<file path="config.mk">
export PLATFORM = sky130hd
export DESIGN_NAME = bool_equiv_sweeper_flat
export DESIGN_NICKNAME = d
export VERILOG_FILES = /design/src/rtl/bool_equiv_sweeper_if.sv /design/src/rtl/bool_equiv_sweeper.sv /design/src/flat_wrapper.sv
export SDC_FILE = /design/constraint.sdc
export NUM_CORES = 1
export LEC_CHECK = 0
export BUFFER_PORTS_ARGS = -buffer_cell sky130_fd_sc_hd__buf_2
export CORE_MARGIN = 1
export CORE_UTILIZATION = 25
export DETAILED_ROUTE_END_ITERATION = 10
export GPL_TIMING_DRIVEN = 0
export PLACE_DENSITY = 0.49
export SYNTH_ARGS = -nofsm -noshare
export SYNTH_HDL_FRONTEND = slang
export SYNTH_SLANG_ARGS = --single-unit
</file>
<file path="constraint.sdc">
create_clock -name clk -period 2 [get_ports clk]
set_input_delay 0.2 -clock clk [delete_from_list [all_inputs] [get_ports clk]]
set_output_delay 0.2 -clock clk [all_outputs]
set_load 0.01 [all_outputs]
</file>
<file path="src/rtl/bool_equiv_sweeper_if.sv">
// Purpose : bundles the sweeper's request, vector drive, f/g sample and result signals.
// Latency : none; plain wires between the sweeper and the logic under test.
// Backpres: none; start is a single-cycle request, ignored by the sweeper while busy.
// Ports (master = sweeper side):
//   start          in  request a sweep (IDLE/DONE only)
//   vec            out input vector driven to the logic under test
//   f_in / g_in    in  original / simplified outputs, one bit per channel
//   busy, done     out sweep in progress / results valid
//   equal          out done and no channel mismatched
//   mis_mask       out sticky per-channel mismatch flags
//   first_fail_vec out lowest failing vector, qualified by first_fail_vld
//   err_count      out number of failing vectors
interface bool_equiv_sweeper_if #(
  parameter int N = 3,
  parameter int M = 4
);
  logic         start;
  logic [N-1:0] vec;
  logic [M-1:0] f_in;
  logic [M-1:0] g_in;
  logic         busy;
  logic         done;
  logic         equal;
  logic [M-1:0] mis_mask;
  logic [N-1:0] first_fail_vec;
  logic         first_fail_vld;
  logic [N:0]   err_count;

  modport master (
    input  start, f_in, g_in,
    output vec, busy, done, equal, mis_mask, first_fail_vec, first_fail_vld, err_count
  );

  modport slave (
    output start, f_in, g_in,
    input  vec, busy, done, equal, mis_mask, first_fail_vec, first_fail_vld, err_count
  );
endinterface

</file>
<file path="src/rtl/bool_equiv_sweeper.sv">
// Purpose : exhaustive equivalence sweep of M f/g channel pairs over all 2^N input vectors.
// Latency : done rises 2^N*SETTLE edges after the start edge; busy high for exactly that long.
// Backpres: start is honoured only in IDLE/DONE; while busy it is dropped, never queued.
// Ports:
//   clk    in  rising-edge clock
//   rst_n  in  asynchronous active-low reset; aborts any sweep and clears all results
//   bus    master side of bool_equiv_sweeper_if (start, vec, f_in/g_in, result outputs)
module bool_equiv_sweeper #(
  parameter int N      = 3,
  parameter int M      = 4,
  parameter int SETTLE = 2
) (
  input  logic                 clk,
  input  logic                 rst_n,
  bool_equiv_sweeper_if.master bus
);

  localparam int CW = (SETTLE < 2) ? 1 : $clog2(SETTLE + 1);
  // Counter runs 0..SETTLE-1; the compare happens on the edge where it sits at SETTLE-1,
  // which is the SETTLE-th edge after vec last changed.
  localparam logic [CW-1:0] LAST_CNT = CW'(SETTLE - 1);
  localparam logic [N-1:0]  VEC_MAX  = {N{1'b1}};

  typedef enum logic [1:0] {
    S_IDLE = 2'd0,
    S_RUN  = 2'd1,
    S_DONE = 2'd2
  } state_t;

  state_t        state_q, state_d;
  logic [N-1:0]  vec_q, vec_d;
  logic [CW-1:0] cnt_q, cnt_d;
  logic [M-1:0]  mis_q, mis_d;
  logic [N-1:0]  ffv_q, ffv_d;
  logic          ffvld_q, ffvld_d;
  logic [N:0]    err_q, err_d;
  logic          equal_q, equal_d;

  logic [M-1:0]  diff;

  // Only consumed on compare edges, so glitches between compares never reach the results.
  assign diff = bus.f_in ^ bus.g_in;

  always_ff @(posedge clk or negedge rst_n) begin
    if (!rst_n) begin
      state_q <= S_IDLE;
      vec_q   <= '0;
      cnt_q   <= '0;
      mis_q   <= '0;
      ffv_q   <= '0;
      ffvld_q <= 1'b0;
      err_q   <= '0;
      equal_q <= 1'b0;
    end else begin
      state_q <= state_d;
      vec_q   <= vec_d;
      cnt_q   <= cnt_d;
      mis_q   <= mis_d;
      ffv_q   <= ffv_d;
      ffvld_q <= ffvld_d;
      err_q   <= err_d;
      equal_q <= equal_d;
    end
  end

  always_comb begin
    state_d = state_q;
    vec_d   = vec_q;
    cnt_d   = cnt_q;
    mis_d   = mis_q;
    ffv_d   = ffv_q;
    ffvld_d = ffvld_q;
    err_d   = err_q;
    equal_d = equal_q;

    case (state_q)
      S_IDLE, S_DONE: begin
        // A restart from DONE clears results on the same edge that launches the sweep.
        if (bus.start) begin
          state_d = S_RUN;
          vec_d   = '0;
          cnt_d   = '0;
          mis_d   = '0;
          ffv_d   = '0;
          ffvld_d = 1'b0;
          err_d   = '0;
          equal_d = 1'b0;
        end
      end

      S_RUN: begin
        if (cnt_q == LAST_CNT) begin
          cnt_d = '0;
          mis_d = mis_q | diff;
          if (|diff) begin
            // At most 2^N increments, so N+1 bits never wrap.
            err_d = err_q + (N+1)'(1);
            if (!ffvld_q) begin
              ffv_d   = vec_q;
              ffvld_d = 1'b1;
            end
          end
          if (vec_q == VEC_MAX) begin
            // vec stays at the last vector once the sweep completes.
            state_d = S_DONE;
            equal_d = ~|(mis_q | diff);
          end else begin
            vec_d = vec_q + N'(1);
          end
        end else begin
          cnt_d = cnt_q + CW'(1);
        end
      end

      default: state_d = S_IDLE;
    endcase
  end

  assign bus.vec            = vec_q;
  assign bus.busy           = (state_q == S_RUN);
  assign bus.done           = (state_q == S_DONE);
  assign bus.equal          = equal_q;
  assign bus.mis_mask       = mis_q;
  assign bus.first_fail_vec = ffv_q;
  assign bus.first_fail_vld = ffvld_q;
  assign bus.err_count      = err_q;

endmodule

</file>
<file path="src/flat_wrapper.sv">
// flat-port wrapper written by rule: the top's interface ports become plain ports
module bool_equiv_sweeper_flat 
#(
  parameter int N      = 3,
  parameter int M      = 4,
  parameter int SETTLE = 2
)
  (clk, rst_n, bus_start, bus_f_in, bus_g_in, bus_vec, bus_busy, bus_done, bus_equal, bus_mis_mask, bus_first_fail_vec, bus_first_fail_vld, bus_err_count);
  bool_equiv_sweeper_if #(.N(N), .M(M)) bus_i ();
  input  logic clk;
  input  logic rst_n;
  input wire logic [$bits(bus_i.start)-1:0] bus_start;
  input wire logic [$bits(bus_i.f_in)-1:0] bus_f_in;
  input wire logic [$bits(bus_i.g_in)-1:0] bus_g_in;
  output wire logic [$bits(bus_i.vec)-1:0] bus_vec;
  output wire logic [$bits(bus_i.busy)-1:0] bus_busy;
  output wire logic [$bits(bus_i.done)-1:0] bus_done;
  output wire logic [$bits(bus_i.equal)-1:0] bus_equal;
  output wire logic [$bits(bus_i.mis_mask)-1:0] bus_mis_mask;
  output wire logic [$bits(bus_i.first_fail_vec)-1:0] bus_first_fail_vec;
  output wire logic [$bits(bus_i.first_fail_vld)-1:0] bus_first_fail_vld;
  output wire logic [$bits(bus_i.err_count)-1:0] bus_err_count;
  assign bus_i.start = bus_start;
  assign bus_i.f_in = bus_f_in;
  assign bus_i.g_in = bus_g_in;
  assign bus_vec = bus_i.vec;
  assign bus_busy = bus_i.busy;
  assign bus_done = bus_i.done;
  assign bus_equal = bus_i.equal;
  assign bus_mis_mask = bus_i.mis_mask;
  assign bus_first_fail_vec = bus_i.first_fail_vec;
  assign bus_first_fail_vld = bus_i.first_fail_vld;
  assign bus_err_count = bus_i.err_count;
  bool_equiv_sweeper #(.N(N), .M(M), .SETTLE(SETTLE)) u_core (.clk(clk), .rst_n(rst_n), .bus(bus_i));
endmodule
</file>
Word-level counts from Yosys, hierarchy flattened
Cells that the tools add are included.
{"block": "classes", "addsub": 3, "multipliers": 0, "div_mod_pow": 0, "n_lt_le_gt_ge": 0, "n_eq_ne": 10, "shifts": 0, "muxes": 28, "bitwise_logic": 2, "reduce_logical": 13}
{"op": "$mux 3", "count": 6}
{"op": "$mux 4", "count": 4}
{"op": "$pmux 4 s2", "count": 2}
{"op": "$pmux 3 s2", "count": 2}
{"op": "$reduce_and 4->1", "count": 3}
{"op": "$mux 2", "count": 5}
{"op": "$pmux 2 s2", "count": 2}
{"op": "$reduce_or 4->1", "count": 2}
{"op": "$ne 2x1->1 const B", "count": 3}
{"op": "$ne 2x2->1 const B", "count": 3}
{"op": "$reduce_and 3->1", "count": 2}
{"op": "$mux 1", "count": 5}
{"op": "$reduce_and 5->1", "count": 1}
{"op": "$add 4x1->4 const B", "count": 1}
{"op": "$eq 2x1->1 const B", "count": 2}
{"op": "$or 4x4->4", "count": 1}
{"op": "$pmux 1 s2", "count": 2}
{"op": "$xor 4x4->4", "count": 1}
{"op": "$add 3x1->3 const B", "count": 1}
{"op": "$eq 3x3->1 const B", "count": 1}
{"op": "$add 2x1->2 const B", "count": 1}
{"op": "$eq 2x2->1 const B", "count": 1}
{"op": "$logic_not 2->1", "count": 1}
{"op": "$reduce_and 2->1", "count": 1}
{"op": "3 further kinds", "count": 3}
{"block": "word_totals", "regBits": 20, "latchBits": 0, "ram_bits": 0, "rom_bits": 0, "input_bits": 11, "memories": 0}

Logic depth before layout (Yosys ltp)
{"block": "depth", "word_depth": 7, "ltp_mapped": 5}

Worst setup path before layout
OpenSTA, ideal clock, no wires.
{"block": "synth_path", "kind": "register to register", "from": "register u_core.vec_q[0] (netlist: u_core.bus.vec[0])", "to": "register u_core.equal_q (netlist: u_core.bus.equal)", "setup_time_ps": 103, "t_arrival_ps": 1549, "path_slack_ps": 347, "path_stages_with_launch": 5, "n_path_buf": 0, "synth_period_minus_slack_ps": 1653, "path_cell_list": "dfrtp_1 > ha_1 > ha_1 > or4b_2 > o41ai_2"}
{"block": "synth_via", "elab_chain_cells": 3}
{"item": "start, declared", "line_no": "bool_equiv_sweeper.sv:31", "text": "logic [N-1:0] vec_q, vec_d;"}
{"item": "start signal, assigned", "line_no": "bool_equiv_sweeper.sv:56", "text": "vec_q <= vec_d;"}
{"item": "$eq 3x3->1", "line_no": "bool_equiv_sweeper.sv:103", "text": "if (vec_q == VEC_MAX) begin"}
{"item": "$ne 2x1->1 (no line)"}
{"item": "$reduce_and 4->1 (no line)"}
{"item": "end signal, assigned", "line_no": "bool_equiv_sweeper.sv:62", "text": "equal_q <= equal_d;"}
{"item": "end, declared", "line_no": "bool_equiv_sweeper.sv:37", "text": "logic equal_q, equal_d;"}
Every way passes these cells.
A chain may end at the register's enable or synchronous reset.

Worst setup path after layout
Same ends and word-level chain as after synthesis.

==> flow_summary.yaml <==
worst_setup_path:
  slowest_stage: "or4b_2"
  crit_type: "flop to flop"
  crit_chain: "ha_1 -> ha_1 -> or4b_2 -> o41ai_2"
  crit_required_ns: 2.15
  crit_path_frequent_cell: "ha_1"
  arrival_ns: 1.89
  worstPathMaxFanout: 5
  critPathCaptureType: "flop"
  crit_family: "simple AND/OR/NAND/NOR gates"
  critPathMaxStageDelay_ns: 0.62
  cp_num_buf_inv: 0
  startpoint_type: "flop"
power:
  power_uw: 1820
  ir_drop_uv: 652
  power.density_nw_per_um2: 1480
  p_leak_uw: 0.000598
drt:
  initialDrtViolationCount: 11
  drc: 0
  wl_per_cell_um: 12.7
  ant_nets: 0
  via_per_inst: 4.44
  drt-pass1-iter-count: 4
  via_count: 724
  routed_wl_um: 2080
placed_design:
  io_buffers: 28
  place.gp.congestion: 0.704
  dp_hpwl_um: 1560
yosys:
  ys.flop_type: "dfrtp_1"
  synthTopCellsByArea: "dfrtp_1 52%, a22o_1 6.4%, ha_1 3.9%"
  syn-num-nets: 96
  synth_edf_count: 0
  async_flop_share_pct: 100
  synth_common_cells: "20 x dfrtp_1, 9 x nor2_1, 7 x a22o_1"
  synth.most_common_cell: "dfrtp_1"
  syn_inst: 82
  synth-seq-area-share_pct: 51.9
  synth_largest_area_cell: "dfrtp_1"
  synth.avg_cell_area_um2: 11.7
  ys_types: 29
  synth_top_area_share_pct: 51.9
  ys.warnings.count: 0
  ys_seq_elements: 20
  netlist_area_um2: 963
min_path:
  hold_path_class: "input port to flop"
clock_network:
  clock_sinks: 20
  cts_inserted_buffers: 3
  ctsHoldBuffers: 1
  clk_latency_ns: 0.25
  cts_resized: 0
  htreeDepth: 1
  root_buffer: "clkbuf_8"
  post_cts.repair.setup_buffers: 0
  cts_tree: "done"
  path_clk_slew_ns: 0.07
  clockBufferDepth: 2
final_layout:
  synthToLayoutAreaGrowth_pct: 27.5
  post_route_cells_drive_above_1_share_pct: 34.8
  fin_nets: 130
  antenna_cells: 0
flow_run:
  cap_violations: 0
sta:
  setup_viol: 0
  slew_headroom_pct: 62.5
  tns_ns: 0
  rsz0062_at_grt: "false"
  post-route-period-util_pct: 87.0
  fmax_ghz: 0.575
  drv_slew: 0
  tightest_slew_ns: 0.557
  skew_ns: 0.00115
  finalHoldViolations: 0
  min_period_ns: 1.74
grt:
  grt_util_all_layers_pct: 10.5
  grt_pass1_vias: 705
  grt_max_degree: 21
  grt_pass1_wl_um: 3390
  grt-ovfl-total: 0
  antenna_found_initial: 0
floorplanning:
  core-area_um2: 3690
  die_y_um: 64.1
  die_x_um: 64.1
  io_pins: 29
  start_util_pct: 26.1
  fp.dieArea_um2: 4110
  placementRows: 22
run_status:
  status: "finished clean"
-- flip-flops by register name, summed over array words and instances (netlist names) --
signal                     flops
u_core.bus.equal               1
u_core.bus.vec                 3
u_core.bus.err_count           4
u_core.cnt_q                   2
u_core.state_q                 2
u_core.bus.first_fail_vec      3
u_core.bus.first_fail_vld      1
u_core.bus.mis_mask            4
-- routing by layer --
metal,track usage [%],part of all wire (%),vias up
met2,15.7,43,19
met3,1.25,4.3,0
met1,15.9,53,334
li1,-,-,371
met5,0,0,-
met4,2.56,0,0
-- per-stage QoR --
step / instance area (um2) / worst slack, ns / hold slack (ns) / instances / utilization [%]
2_1_floorplan: 963 / 0.347 / -0.0956 / 82 / -
3_3_place_gp: 1160 / 0.285 / 0.175 / 158 / 31.5
3_5_place_dp: 1160 / 0.259 / 0.179 / 158 / 31.5
4_1_cts: 1230 / 0.244 / 0.172 / 163 / 33.3
5_1_grt: 1230 / 0.176 / 0.187 / 163 / 33.3
6_report: 1230 / 0.260 / 0.177 / 163 / 33.3
-- worst register-to-register path, stage by stage, from the launching register on --
cell	delay, ns
dfrtp_1	0.41
ha_1	0.17
ha_1	0.24
or4b_2	0.62
o41ai_2	0.21
-- cell usage in the layout (no fill, tap or decap), types with 3 or more instances in the layout --
cell,instances
a22o_1,7
nor2_1,9
ha_1,3
nand2b_1,3
dfrtp_1,20
clkbuf_8,4
buf_2,28
o21ai_0,3
xor2_1,4
a21oi_1,5
-- final timing paths --
path / startpoint / to / slack, ns / cells after the start
setup / recovery: u_core.bus.vec[0] / u_core.bus.equal / 0.26 / 4
hold / removal: bus_start / u_core.cnt_q[0] / 0.18 / 2
setup reg to reg: u_core.bus.vec[0] / u_core.bus.equal / 0.26 / 4
hold reg to reg: u_core.bus.err_count[3] / u_core.bus.err_count[3] / 0.48 / 1
max in group asynchronous: rst_n / u_core.state_q[0] / 1.27 / 2
min in group asynchronous: rst_n / u_core.state_q[1] / 0.43 / 2
-- cells by family (layout without fill, tap and decap cells) --
kind of cell / count (synthesis) / count (layout) / share of synthesized area (%)
simple gates: 25 / 25 / 15.5
compound gates: 24 / 24 / 20.3
flops: 20 / 20 / 51.9
xor+xnor: 5 / 5 / 4.55
fa+ha+maj: 3 / 3 / 3.90
buf+inv: 3 / 36 / 1.56
mux: 2 / 2 / 2.34
-- cell type report --
cell class,instances,area (um2)
plain buffers,1,7.51
clock buffers,4,55.1
fillers,396,2460
inverters,2,7.51
multi-input cells,59,448
flip-flops and latches,20,500
well taps,48,60.1
repair buffers,29,150
-- report_power, final --
group	switching [uW]	total [uW]	internal, uW
Combinational	424	800	376
Sequential	150	718	568
Clock	124	298	175
Total	697	1820	1120
Power figures use the tool's default switching activity.
